### src/rtl/mod7_preimage_enum.sv
// mod7_preimage_enum: streams every WIDTH-bit n with n mod MOD == r, ascending, one per beat.
module mod7_preimage_enum #(
    parameter int WIDTH = 4,
    parameter int MOD   = 7,
    parameter int RW    = $clog2(MOD + 1)
) (
    input  logic             clk,
    input  logic             rst,
    input  logic             req_valid,
    output logic             req_ready,
    input  logic [RW-1:0]    req_residue,
    output logic             out_valid,
    input  logic             out_ready,
    output logic [WIDTH-1:0] out_data,
    output logic             out_last,
    output logic             out_err,
    output logic [WIDTH-1:0] out_index
);
    typedef enum logic [1:0] {IDLE, EMIT, ERR} state_t;
    state_t state;
    localparam logic [WIDTH:0] MAXV = (WIDTH + 1)'(2 ** WIDTH - 1);
    localparam logic [WIDTH:0] STEP = (WIDTH + 1)'(MOD);
    logic [WIDTH-1:0] start, next;
    logic legal;
    assign start = WIDTH'(req_residue);
    assign next  = out_data + WIDTH'(MOD);
    assign legal = req_residue < RW'(MOD);
    // Widened sum so the final value never wraps back into range.
    function automatic logic is_last(input logic [WIDTH-1:0] v);
        return ({1'b0, v} + STEP) > MAXV;
    endfunction
    always_ff @(posedge clk or posedge rst) begin
        if (rst) begin
            state     <= IDLE;
            req_ready <= 1'b1;
            out_valid <= 1'b0;
            out_data  <= '0;
            out_last  <= 1'b0;
            out_err   <= 1'b0;
            out_index <= '0;
        end else begin
            case (state)
                IDLE: if (req_valid && req_ready) begin
                    state     <= legal ? EMIT : ERR;
                    req_ready <= 1'b0;
                    out_valid <= 1'b1;
                    out_data  <= legal ? start : '0;
                    out_last  <= legal ? is_last(start) : 1'b1;
                    out_err   <= !legal;
                    out_index <= '0;
                end
                EMIT, ERR: if (out_ready) begin
                    if (out_last) begin
                        state     <= IDLE;
                        req_ready <= 1'b1;
                        out_valid <= 1'b0;
                        out_data  <= '0;
                        out_last  <= 1'b0;
                        out_err   <= 1'b0;
                        out_index <= '0;
                    end else begin
                        out_data  <= next;
                        out_index <= out_index + 1'b1;
                        out_last  <= is_last(next);
                    end
                end
                default: state <= IDLE;
            endcase
        end
    end
endmodule

### config.mk
export PLATFORM = sky130hd
export DESIGN_NAME = mod7_preimage_enum
export DESIGN_NICKNAME = d
export VERILOG_FILES = /design/src/rtl/mod7_preimage_enum.sv
export SDC_FILE = /design/constraint.sdc
export NUM_CORES = 1
export LEC_CHECK = 0
export CAP_MARGIN = 20
export CORE_MARGIN = 2
export CORE_UTILIZATION = 36
export CTS_BUF_LIST = sky130_fd_sc_hd__clkbuf_8 sky130_fd_sc_hd__clkbuf_16
export DETAILED_ROUTE_END_ITERATION = 6
export GPL_TIMING_DRIVEN = 1
export PLACE_DENSITY = 0.7
export SYNTH_ARGS = -nofsm -noshare
export SYNTH_HDL_FRONTEND = slang
export SYNTH_SLANG_ARGS = --single-unit
### constraint.sdc
create_clock -name clk -period 2 [get_ports clk]
set_input_delay 0.2 -clock clk [delete_from_list [all_inputs] [get_ports clk]]
set_output_delay 0.2 -clock clk [all_outputs]
set_load 0.1 [all_outputs]
==> results.md <==
* Total gr overflow at 0
* WP data arrival at approximately 1.9 ns
* Largest driver fanout on the critical path at 8
* Number of buffers inserted during clock tree synthesis at 3
* Max Clock Skew at 0.001888 ns
* Worst Max-Slew Pin Slew at around 0.52 ns
* Global placer's final weighted congestion at approximately 0.74
* Vias per cell at ~5.2
* Final layout net count at around 130
* Power density over the cells at 540.2 nW/um2
* I/O pin count at 19
* Initial DRT Pass Iterations at 4
* Maximum number of pins on one net before global-route repair at 15
* Met1 Track Usage GR at 0.1899
* Proportion of synthesized flip-flops having asynchronous set or reset at 1.000
* Sum of internal, switching and leakage power at about 0.59 mW
* Worst-case headroom to the max-slew limit at 0.6508
* Nature of the critical path endpoint: register
* Vias in the first global route at about 670
* Post-synthesis area per instance at 9.122 um2
* First-pass GRT wire length at 2.870 mm
* Deepest clock path buffer count at 2
* Drt first-iter violations at 4
* Share of final-layout standard cells stronger than drive strength 1 at 0.2193
* Min Clock Period, post-route at approximately 1.8 ns
* CTS hold repair buffers at 0
* Clock transition time at the flip-flop clock pins of the worst setup and hold paths at approximately 0.060 ns
* WP data required at about 2.2 ns
* Wire length per cell after detailed routing at around 12 um
* Antenna Cells at 0
* Buffer count from post-CTS setup fixing at 0
* Unrepaired setup endpoints after global routing: no
* Cell with the biggest individual delay on the critical path: sky130_fd_sc_hd__a2111o_1
* Mapped Cells at between 90 and 100
* Cell chosen for the clock root: sky130_fd_sc_hd__clkbuf_8
* Height of the chip at ~53 um
* Class of the tightest hold or removal check: in -> async
* Type of origin of the critical path: register
* Kind of critical path: reg -> reg
* Top cells by area in the synthesized netlist: sky130_fd_sc_hd__dfrtp_1 (38%), sky130_fd_sc_hd__ha_1 (7.4%), sky130_fd_sc_hd__o21ai_0 (5.9%), sky130_fd_sc_hd__inv_1 (4.4%), sky130_fd_sc_hd__dfstp_2 (3.1%)
* Commonest register cell after synthesis: sky130_fd_sc_hd__dfrtp_1
* Met2 usage at 0.2250
* Netlist Area Pre-Place at approximately 850 um2
* Final count of pins violating max slew at 0
* Number of flops mapped to enable cells by yosys at 0
* Number of warnings reported in the yosys synthesis log at 0
* Post-route DRC violation count at 0
* Via count of the routed design at roughly 730
* Register bit total from synthesis at 14
* Area of the multi-input gates at between 400 and 500 um2
* Placement-stage worst setup slack at about 0.25 ns
* Series of cell instances along the critical path: inv_1, ha_1, nor2b_1, a21oi_4, nand2_2, a2111o_1, o311ai_1
* Clk Latency, worst-skew pair at between 0.2 and 0.3 ns
* Maximum level of the CTS H-tree at 1
* Number of distinct library cell variants in the gate-level netlist after synthesis at 33
* Area share of the largest cell type after synthesis at 0.3835
* Post-route clock period utilization at 0.8776
* DRT Wirelength at 1.725 mm
* Setup TNS after final layout at 0 ns
* Number of rows in the core area at 17
* Min setup slack post-route at 0.2449 ns
* Post-detailed-route count of antenna-violating nets at 0
* Initial antenna violation count at 0
* CTS resizes at 0
* Synthesized Nets at roughly 110
* Placeable core region at approximately 2200 um2
* Busiest grt layer: met2
* MaxCap Viol Count at 0
* Die area at roughly 2800 um2
* Area of all sequential standard cells at 356.6 um2
* Final core utilization at 0.4904
* Combined global-route utilization of all metal layers at 0.1465
* Initial cell density of the core at 0.3835
* Library cell with the highest instance count after synthesis: sky130_fd_sc_hd__dfrtp_1
* Met3 Use GR at 0.05143
* Horizontal extent of the die at 52.55 um
* Number of hold-slack violations in the final timing report at 0
* Run status: complete, no violations
* Max IR drop VDD at 0.4109 mV
* Clk sink count at 14
* TritonCTS clock tree: built
* Area added between synthesis and finish at 27.88%
* Achievable frequency at 0.5698 GHz
* Number of filler instances in the final layout at between 200 and 250
* Final setup violation count at 0
* Highest cell delay on the worst timing path at roughly 0.4 ns
* Most used standard cells in the synthesized netlist: sky130_fd_sc_hd__dfrtp_1 (13), sky130_fd_sc_hd__inv_1 (10), sky130_fd_sc_hd__o21ai_0 (10)
* Leakage power at around 0.47 nW
* Cell taking the most area after synthesis: sky130_fd_sc_hd__dfrtp_1
* Sequential cell area fraction in the yosys report at 0.4145
* IO buf count at 18
* Post-detail-place hpwl at approximately 1.3 mm
flip-flops by register name, summed over array words and instances, names as in the netlist:
register and flops:
out_valid 1, out_index 4, out_data 4, out_last 1
req_ready 1, out_err 1, state 2
path summary, 6_finish.rpt:
path | from | end | slack, ns | depth (start not counted)
min in group clk | out_index[3]$_DFFE_PP0P_ | out_index[3]$_DFFE_PP0P_ | 0.49 | 1
max reg2reg | state[0]$_DFFE_PP0P_ | out_data[2]$_DFFE_PP0P_ | 0.24 | 7
max | state[0]$_DFFE_PP0P_ | out_data[2]$_DFFE_PP0P_ | 0.24 | 7
max in group asynchronous | rst | out_data[0]$_DFFE_PP0P_ | 1.32 | 2
min reg2reg | out_index[3]$_DFFE_PP0P_ | out_index[3]$_DFFE_PP0P_ | 0.49 | 1
min | rst | out_index[1]$_DFFE_PP0P_ | 0.29 | 2
final cells by class:
type                       count  share of cell area
multi-input combinational     67              0.4083
sequential                    14              0.3287
tap                           28             0.03230
inverter                      10             0.03460
clock buffer                   4             0.05075
timing repair buffer          19              0.1453
logic make-up after synthesis:
kind of cell             share of synthesized area
multiplexers                               0.01180
AND/OR/NAND/NOR                             0.1814
AO/OA/AOI/OAI                               0.2552
buffers and inverters                      0.06342
adder cells (fa/ha/maj)                    0.07375
flip-flops                                  0.4145
placed cells by master (no fill, tap or decap), drive strengths merged, types with 2 or more instances in the layout:
cell type / n
inv: 10
nand3: 5
a31oi: 2
dfrtp: 13
and2: 3
nand3b: 2
a21oi: 5
o21ai: 11
nand4: 2
ha: 5
nor3: 2
clkdlybuf4s50: 6
nand2: 9
a211oi: 2
clkbuf: 4
o31ai: 3
buf: 13
nor2: 5
report_power, final:
group | total, mW | leakage, nW | internal [mW] | switching [mW]
logic | 0.0249 | 0.263 | 0.0125 | 0.0124
registers | 0.283 | 0.180 | 0.283 | 0
clock network | 0.278 | 0.0288 | 0.175 | 0.103
total | 0.586 | 0.472 | 0.471 | 0.115
layer usage:
metal,share of wire,vias to the layer above
li1,-,383
met1,0.49,332
met2,0.45,16
met3,0.050,2
met4,0.011,0
met5,0,-
critical path: cells and delay by family (launching register included):
family                     cells  cell delay [ns]
AOI/OAI and AO/OA              3             0.71
adders and majority gates      1             0.30
buffers and inverters          1             0.05
DFF                            1             0.33
and+or+nand+nor                2             0.26
per-stage QoR:
step / instance area [um2] / std cells / hold WS (ns)
2_1_floorplan: 853.3 / 93 / 0.08846
3_3_place_gp: 1030 / 138 / 0.4707
3_5_place_dp: 1030 / 138 / 0.4811
4_1_cts: 1085 / 142 / 0.3161
5_1_grt: 1085 / 142 / 0.3573
6_report: 1085 / 142 / 0.2891
Power figures use the tool's default switching activity.
